===== src/rtl/hazard_stall_unit.sv =====
// Stall/bubble/flush control for the 5-stage core: load-use and branch-operand
// hazards, multi-cycle multiply occupancy of EX, global freeze and a stall-cycle counter.
module hazard_stall_unit #(
  parameter int unsigned MUL_LAT = 4,
  parameter int unsigned CNT_W   = 16
) (
  input  logic             clk,
  input  logic             rst_n,
  input  logic             ID_Valid_i,
  input  logic [4:0]       ID_RegSrc1_i,
  input  logic [4:0]       ID_RegSrc2_i,
  input  logic             ID_UseSrc1_i,
  input  logic             ID_UseSrc2_i,
  input  logic             ID_Branch_i,
  input  logic             ID_RegWrite_i,
  input  logic [4:0]       ID_RegDest_i,
  input  logic             ID_MemRead_i,
  input  logic             ID_Mul_i,
  input  logic             Branch_Taken_i,
  input  logic             Mem_Stall_i,
  output logic             PC_Write_o,
  output logic             IF_ID_Write_o,
  output logic             IF_ID_Flush_o,
  output logic             ID_EX_Bubble_o,
  output logic             EX_Hold_o,
  output logic             EX_MEM_Bubble_o,
  output logic             Freeze_All_o,
  output logic             Mul_Busy_o,
  output logic [CNT_W-1:0] Stall_Cnt_o
);

  localparam int unsigned REG_W  = 5;
  localparam int unsigned MCNT_W = 4;
  localparam bit          MUL_MULTI = (MUL_LAT > 32'd1);

  typedef enum logic {ST_RUN, ST_MUL_WAIT} state_t;

  state_t             r_state;
  logic [MCNT_W-1:0]  r_mul_cnt;
  logic               r_ex_wr, r_ex_load, r_mem_wr, r_mem_load;
  logic [REG_W-1:0]   r_ex_dest, r_mem_dest;
  logic [CNT_W-1:0]   r_stall_cnt;

  logic w_run, w_ex_match, w_mem_match, w_load_use, w_br_hazard, w_hz, w_bubble, w_mul_start;

  // Does the valid ID instruction read a nonzero register held by EX / MEM?
  assign w_ex_match  = ID_Valid_i & (r_ex_dest != '0) &
                       ((ID_UseSrc1_i & (r_ex_dest == ID_RegSrc1_i)) |
                        (ID_UseSrc2_i & (r_ex_dest == ID_RegSrc2_i)));
  assign w_mem_match = ID_Valid_i & (r_mem_dest != '0) &
                       ((ID_UseSrc1_i & (r_mem_dest == ID_RegSrc1_i)) |
                        (ID_UseSrc2_i & (r_mem_dest == ID_RegSrc2_i)));

  assign w_run       = (r_state == ST_RUN);
  assign w_load_use  = r_ex_wr & r_ex_load & w_ex_match;
  assign w_br_hazard = ID_Branch_i & r_mem_wr & r_mem_load & w_mem_match;
  assign w_hz        = w_run & (w_load_use | w_br_hazard);
  assign w_bubble    = w_hz | ~ID_Valid_i;
  assign w_mul_start = w_run & ID_Valid_i & ID_Mul_i & ~w_hz & MUL_MULTI;

  // Pipeline controls; freeze overrides everything
  always_comb begin
    PC_Write_o      = 1'b0;
    IF_ID_Write_o   = 1'b0;
    IF_ID_Flush_o   = 1'b0;
    ID_EX_Bubble_o  = 1'b0;
    EX_Hold_o       = 1'b0;
    EX_MEM_Bubble_o = 1'b0;
    Freeze_All_o    = Mem_Stall_i;
    if (!Mem_Stall_i) begin
      if (!w_run) begin
        EX_Hold_o       = 1'b1;
        EX_MEM_Bubble_o = 1'b1;
      end else if (w_hz) begin
        ID_EX_Bubble_o  = 1'b1;
      end else begin
        PC_Write_o      = 1'b1;
        IF_ID_Write_o   = 1'b1;
        ID_EX_Bubble_o  = ~ID_Valid_i;
        IF_ID_Flush_o   = Branch_Taken_i;
      end
    end
  end

  assign Mul_Busy_o  = ~w_run;
  assign Stall_Cnt_o = r_stall_cnt;

  // Shadow EX/MEM destination info, multiply FSM and stall counter
  always_ff @(posedge clk or negedge rst_n) begin
    if (!rst_n) begin
      r_state     <= ST_RUN;
      r_mul_cnt   <= '0;
      r_ex_wr     <= 1'b0;
      r_ex_load   <= 1'b0;
      r_ex_dest   <= '0;
      r_mem_wr    <= 1'b0;
      r_mem_load  <= 1'b0;
      r_mem_dest  <= '0;
      r_stall_cnt <= '0;
    end else begin
      if (!PC_Write_o && (r_stall_cnt != '1))
        r_stall_cnt <= r_stall_cnt + CNT_W'(1);
      if (!Mem_Stall_i) begin
        if (w_run) begin
          r_mem_wr   <= r_ex_wr;
          r_mem_load <= r_ex_load;
          r_mem_dest <= r_ex_dest;
          r_ex_wr    <= ~w_bubble & ID_RegWrite_i;
          r_ex_load  <= ~w_bubble & ID_MemRead_i;
          r_ex_dest  <= w_bubble ? '0 : ID_RegDest_i;
          if (w_mul_start) begin
            r_state   <= ST_MUL_WAIT;
            r_mul_cnt <= MCNT_W'(MUL_LAT - 1);
          end
        end else begin
          r_mem_wr   <= 1'b0;
          r_mem_load <= 1'b0;
          r_mem_dest <= '0;
          r_mul_cnt  <= r_mul_cnt - MCNT_W'(1);
          if (r_mul_cnt == MCNT_W'(1))
            r_state <= ST_RUN;
        end
      end
    end
  end

endmodule

===== config.mk =====
export PLATFORM = sky130hd
export DESIGN_NAME = hazard_stall_unit
export DESIGN_NICKNAME = d
export VERILOG_FILES = /design/src/rtl/hazard_stall_unit.sv
export SDC_FILE = /design/constraint.sdc
export NUM_CORES = 1
export LEC_CHECK = 0
export CELL_PAD_IN_SITES_DETAIL_PLACEMENT = 1
export CELL_PAD_IN_SITES_GLOBAL_PLACEMENT = 1
export CORE_UTILIZATION = 34
export DETAILED_ROUTE_END_ITERATION = 10
export GPL_ROUTABILITY_DRIVEN = 0
export HOLD_SLACK_MARGIN = 0.06
export PLACE_DENSITY_LB_ADDON = 0.1
export SYNTH_ARGS = -nofsm -noshare
export SYNTH_HDL_FRONTEND = slang
export SYNTH_SLANG_ARGS = --single-unit

===== constraint.sdc =====
create_clock -name clk -period 1.9 [get_ports clk]
set_input_delay 0.38 -clock clk [delete_from_list [all_inputs] [get_ports clk]]
set_output_delay 0.38 -clock clk [all_outputs]
set_load 0.005 [all_outputs]

* Word level (Yosys, flattened, before mapping)
Index checks and enable logic that the tools add are counted.
** Storage, ports and cells
- Register bits after elaboration :: 35
- Input bits :: 26
- Output and inout bits :: 24
- Word-level logic and storage cells :: 72
** Cells by class
- Equal/unequal tests :: 6
- Mux-type cells :: 20
- Bitwise operators :: 28
- Reductions and logical operators :: 7
- Add/subtract/negate cells :: 2
** Operator list (number)
- == test 5 bit :: 4
- AND 1 bit :: 19
- adder 16 x 1 -> 16 bit (second input constant) :: 1
- two-way mux 1 bit :: 16
- != test 16 bit (second input constant) :: 1
- two-way mux 5 bit :: 2
- nonzero test 5 bit :: 2
- two-way mux 4 bit :: 2
- NOT 1 bit :: 5
- == test 4 x 1 -> 1 bit (second input constant) :: 1
- bitwise OR 1 bit :: 4
- AND reduction 2 bit :: 2
- subtractor 4 x 1 -> 4 bit (second input constant) :: 1
- nonzero test 2 bit :: 1
- logical AND 1 bit :: 1
- zero test 1 bit :: 1

* Longest topological paths before layout
- Depth in word-level cells :: 12
- Depth in mapped cells :: 8
- Gate-level depth less buffers :: 6

* Worst setup path before layout
No wires, ideal clock.
- Path kind :: register to output
- Start :: register r_mem_dest[3]
- End :: output IF_ID_Flush_o
- Data required time :: 1.520 ns
- Arrival :: 1.623 ns
- Buffers on the path :: 1
- Path slack :: -0.103 ns
- Cell stages (with the launch flop) :: 7
- Cells stage by stage :: dfrtp_1 -> xnor2_1 -> nand4_1 -> o22ai_1 -> a221oi_4 -> buf_6 -> and2_1
** On the way
- Longest elaborated chain between the ends :: 10
- Elaborated cells between the ends (all ways) :: 14
- Those cells by class :: 2 x eq/ne; 3 x mux; 8 x bitwise; 1 x reduce/logical
** Ends and longest elaborated chain
- start, declared :: line 41 : logic [REG_W-1:0] r_ex_dest, r_mem_dest;
- start signal, assigned :: line 107 : r_mem_dest <= r_ex_dest;
- == test 5 bit, on equally long branches :: line 51, 52
- AND 1 bit, on equally long branches :: line 51, 52
- bitwise OR 1 bit :: line 51 : ((ID_UseSrc1_i & (r_mem_dest == ID_RegSrc1_i)) |
- AND 1 bit (*) :: line 50 : assign w_mem_match = ID_Valid_i & (r_mem_dest != '0) &
- AND 1 bit (*) :: line 56 : assign w_br_hazard = ID_Branch_i & r_mem_wr & r_mem_load & w_mem_match;
- bitwise OR 1 bit (*) :: line 57 : assign w_hz = w_run & (w_load_use | w_br_hazard);
- AND 1 bit (*) :: line 57
- two-way mux 1 bit (*) :: line 74 : end else if (w_hz) begin
- two-way mux 1 bit (*) :: line 71 : if (!w_run) begin
- two-way mux 1 bit (*) :: line 70 : if (!Mem_Stall_i) begin
- end, declared :: line 23 : output logic IF_ID_Flush_o,
Mark *: on every way between the ends. The rest lies on a longest branch, timed or not.

* Worst setup path in the final report
- Start :: register r_ex_dest[0]
- End :: output IF_ID_Write_o
** On the way
- Longest elaborated chain between the ends :: 10
- Elaborated cells between the ends (all ways) :: 14
- Those cells by class :: 2 x eq/ne; 3 x mux; 8 x bitwise; 1 x reduce/logical
** Ends and longest elaborated chain
- start, declared :: line 41
- start signal, assigned :: line 110 : r_ex_dest <= w_bubble ? '0 : ID_RegDest_i;
- == test 5 bit, on equally long branches :: line 48, 49
- AND 1 bit, on equally long branches :: line 48, 49
- bitwise OR 1 bit :: line 48 : ((ID_UseSrc1_i & (r_ex_dest == ID_RegSrc1_i)) |
- AND 1 bit (*) :: line 47 : assign w_ex_match = ID_Valid_i & (r_ex_dest != '0) &
- AND 1 bit (*) :: line 55 : assign w_load_use = r_ex_wr & r_ex_load & w_ex_match;
- bitwise OR 1 bit (*) :: line 57
- AND 1 bit (*) :: line 57
- two-way mux 1 bit (*) :: line 74
- two-way mux 1 bit (*) :: line 71
- two-way mux 1 bit (*) :: line 70
- end, declared :: line 22 : output logic IF_ID_Write_o,
Marks and branches as above.

==> implementation parameters <==
Parameter                              Value

Critical path
  Endpoint of the lowest-slack register-to-register path ... Stall_Cnt_o[1]
  Worst path depth ... 8
  Cell repeated most along the worst path ... sky130_fd_sc_hd__buf_6
  Startpoint kind of the worst setup timing path ... register
  Highest fanout seen on the critical path ... 3
  CP top delay family ... buffers and inverters
  CP endpoint ... IF_ID_Write_o
  Required time of the critical path ... between 1500 and 2000 ps
  CP max stage cell ... sky130_fd_sc_hd__dfrtp_2
  Series of cell instances along the critical path ... xnor2_2, nand4_1, o22ai_2, buf_4, a221oi_4, buf_6, buf_6, buf_6
  Worst endpoint data arrival time ... around 1900 ps
  Biggest cell delay along the critical path ... approximately 460 ps
  Critical path startpoint ... r_ex_dest[0]
  Worst R2R Setup Slack ... -340 ps
  Startpoint of the worst-slack reg-to-reg timing path ... r_mem_dest[3]
  Number of cells on the worst reg-to-reg path ... 10
  Category of the most critical setup path ... register to output pin
  Buffers and inverters on the worst path ... 4
  Crit path capture type ... output pin

Cells and area
  Commonest non-fill, non-tap cell in the layout ... sky130_fd_sc_hd__buf_4
  Area added between synthesis and finish ... 63.8%
  Share of the core filled with cells ... 58.7%
  Ratio of cells with drive above 1 in the final layout ... about 38%
  Fin nets ... roughly 320
  Cell Count, Final, Fillers Out ... 359
  Inserted Diodes ... 0
  Highest-count cells in the layout ignoring fill and taps ... sky130_fd_sc_hd__buf_4, sky130_fd_sc_hd__clkdlybuf4s50_1, sky130_fd_sc_hd__dfrtp_1
  Filler cells ... approximately 620

Floorplan
  CORE AREA ... about 5600 um2
  # IOs ... 50
  Placement Rows ... 27
  DIE HEIGHT ... approximately 79 um
  Starting density of the core ... a little over a third
  Die Span X ... just under 80 um
  Area enclosed by the die boundary ... around 6000 um2

STA
  Maximum achievable frequency ... ~440 MHz
  Setup skew after layout ... around 5.6 ps
  Total Negative Setup Slacks ... -5600 ps
  Slew of the pin with the lowest slew margin ... between 400 and 500 ps
  Final worst hold slack ... around 490 ps
  Max transition margin ... 67.9%
  Count of pins over their slew limit ... 0
  Crit path setup slack, layout ... -399 ps
  Final setup vio count ... 20
  Minimum clock period ... 2300 ps
  Fin. Hold Viols ... 0
  Setup repair after global routing missed its margin ... yes
  Final Cycle Share ... 121%

Power and ir drop
  Pint ... 2.56 mW
  Sequential group share of total power ... approximately 33%
  Power density of the placed cells ... 1220 nW/um2
  Clock network fraction of total power ... about 15%
  Leakage power ... between 1 and 1.5 nW
  Switching share of total power ... 35.7%
  Switching power summed over all nets ... roughly 1.4 mW
  Worst voltage drop across the vdd grid ... 0.737 mV
  Logic pwr share ... between 50% and 60%

Route
  Number of design-rule violations left by the first detailed-router iteration ... 62
  Total detailed-routing wirelength ... about 6400 um
  Via count ... between 1,500 and 2,000
  Via density ... roughly 5.0
  Count of nets left with antenna violations after detail routing ... 0
  Number of iterations in the first detailed-routing pass ... 3
  # DRC ... 0
  Routed len/inst ... ~18 um

Synthesis
  Total standard cell area after synthesis ... 2000 um2
  Number of synthesized register bits ... 35
  Number of enable flip-flop cells after synthesis ... 0
  Prevailing post-synth register cell ... sky130_fd_sc_hd__dfrtp_1
  Syn_nets ... 219
  Synth unique cells ... 39
  Mean instance size in the synthesized netlist ... approximately 11 um2
  Sequential share of the synthesized area ... between 40 and 50%
  Yosys warning count ... 0
  Fraction of registers with async set or reset after synthesis ... 100%
  Synth Instances ... 190

GRT
  Number of global-route vias before repair ... roughly 2,000
  Global routing met2 resource utilization ... roughly 41%
  Met3 capacity usage during global routing ... under 10%
  Initial antenna violation count ... 0
  GR met1 Demand/Resource ... a little under a quarter
  Routing layer with the top usage in global route ... met2
  Largest net degree at the start of global routing ... 36
  Total track usage ... about a fifth
  Total grt overflow ... 0
  Global-route wire length before repair ... roughly 10,000 um

CTS
  Number of clock buffers inserted by TritonCTS ... 5
  Latest clock arrival within the worst-skew pair ... between 200 and 300 ps
  Number of clock sinks ... 35
  Cell chosen for the clock root ... sky130_fd_sc_hd__clkbuf_8
  Clock Path Buffers ... 2
  Count of hold-fix buffers inserted at cts ... 0
  Clock-pin transition on the worst setup and hold timing paths ... approximately 70 ps
  CTS H-tree lvls ... 2
  TritonCTS clock tree ... built

Placement
  Number of port buffers ... 49
  Hpwl dp ... between 4000 and 5000 um
  Number of placed instances with taps included ... 335
  Worst setup timing slack at the placement stage ... -807 ps

Run status
  Run status ... finished, violations left
  Violated checks ... negative setup slack

Flow run
  Max-cap viol count ... 0

Hold path
  Path type of the worst min-delay path ... register to register
-- final cells by class --
type,instances,area [um2],share of cell area [%]
Timing Repair Buffer,100,920,28.1
Inverter,4,15.0,0.459
Sequential cell,35,883,27.0
Tap cell,72,90.1,2.75
Clock buffer,8,100,3.06
Multi-Input combinational cell,140,1260,38.6
-- worst register-to-register path, stage by stage, from the launching register on --
cell	delay, ps
sky130_fd_sc_hd__dfrtp_1	450
sky130_fd_sc_hd__xnor2_1	230
sky130_fd_sc_hd__nand4_1	170
sky130_fd_sc_hd__o22ai_4	210
sky130_fd_sc_hd__a221oi_4	130
sky130_fd_sc_hd__buf_6	150
sky130_fd_sc_hd__buf_6	110
sky130_fd_sc_hd__buf_4	130
sky130_fd_sc_hd__buf_12	140
sky130_fd_sc_hd__nor2_4	110
sky130_fd_sc_hd__mux2_4	310
-- logic make-up (layout without fill, tap and decap cells) --
kind of cell    count (synthesis)  in the layout  share of synthesized area (%)
xor+xnor                       36             36                           15.8
flops                          35             35                           43.9
fa+ha+maj                       3              3                           1.88
buf+inv                        15            112                           4.57
compound gates                 28             28                           10.4
mux                             2              2                           1.32
simple gates                   71             71                           22.2
-- synth_stat cells, types with 2 or more instances --
library cell / instances / area share, %
sky130_fd_sc_hd__nand4_1: 6 / 1.9
sky130_fd_sc_hd__buf_4: 3 / 1.1
sky130_fd_sc_hd__nand3_1: 6 / 1.5
sky130_fd_sc_hd__a21oi_1: 3 / 0.75
sky130_fd_sc_hd__nor3_2: 8 / 4.0
sky130_fd_sc_hd__clkbuf_1: 4 / 0.75
sky130_fd_sc_hd__a22o_1: 8 / 3.5
sky130_fd_sc_hd__ha_1: 3 / 1.9
sky130_fd_sc_hd__o21ai_0: 8 / 2.0
sky130_fd_sc_hd__nand2_1: 25 / 4.7
sky130_fd_sc_hd__xor2_1: 15 / 6.6
sky130_fd_sc_hd__xnor2_1: 21 / 9.2
sky130_fd_sc_hd__nor3_1: 3 / 0.75
sky130_fd_sc_hd__nor4b_2: 3 / 2.3
sky130_fd_sc_hd__o22ai_1: 3 / 0.94
sky130_fd_sc_hd__inv_1: 4 / 0.75
sky130_fd_sc_hd__buf_6: 3 / 1.7
sky130_fd_sc_hd__nor4_2: 2 / 1.3
sky130_fd_sc_hd__and3_1: 3 / 0.94
sky130_fd_sc_hd__dfrtp_1: 35 / 44
sky130_fd_sc_hd__a31oi_1: 2 / 0.63
sky130_fd_sc_hd__nor2_1: 5 / 0.94
-- routing by layer --
metal	routed length [um]	up-vias
met1	2480	898
met4	97	0
met5	0	-
met2	3670	37
met3	197	11
li1	-	854
-- metrics by stage --
stage | area (um2) | total power, mW
finish | 3270 | 3.98
global route | 3270 | 4.22
CTS | 3140 | 3.82
detailed placement | 2770 | 2.94
global placement | 2770 | 2.86
floorplan | 2010 | 2.05
-- worst min path at each step --
stage | from | endpoint | cells past startpoint
after floorplan | rst_n | Mul_Busy_o | 0
after global placement | r_mem_wr | r_mem_wr | 2
after detailed placement | r_mem_load | r_mem_load | 2
after CTS | r_mem_load | r_mem_load | 2
after global routing | Stall_Cnt_o[6] | Stall_Cnt_o[6] | 1
final | r_mem_load | r_mem_load | 2
-- state kept, by name, summed over array words and instances (netlist names) --
name	count
r_mem_wr	1
r_mem_dest	5
r_ex_load	1
Stall_Cnt_o	16
Mul_Busy_o	1
r_mul_cnt	4
r_mem_load	1
r_ex_wr	1
r_ex_dest	5
-- power by group through the flow --
stage | logic, mW | clock network, mW | registers [mW]
6_report | 2.07 | 0.600 | 1.31
5_1_grt | 2.23 | 0.647 | 1.34
4_1_cts | 1.90 | 0.617 | 1.30
3_5_place_dp | 1.65 | 0 | 1.29
3_3_place_gp | 1.59 | 0 | 1.27
2_1_floorplan | 0.751 | 0 | 1.30
-- what timing repair did --
item	in CTS	in global routing
setup buffers	11	6
setup endpoints to repair	35	34
pin swaps	32	16
resized for setup	63	23
gates cloned	1	0
hold endpoints to repair	0	0
(Power assumes the default switching activity.)
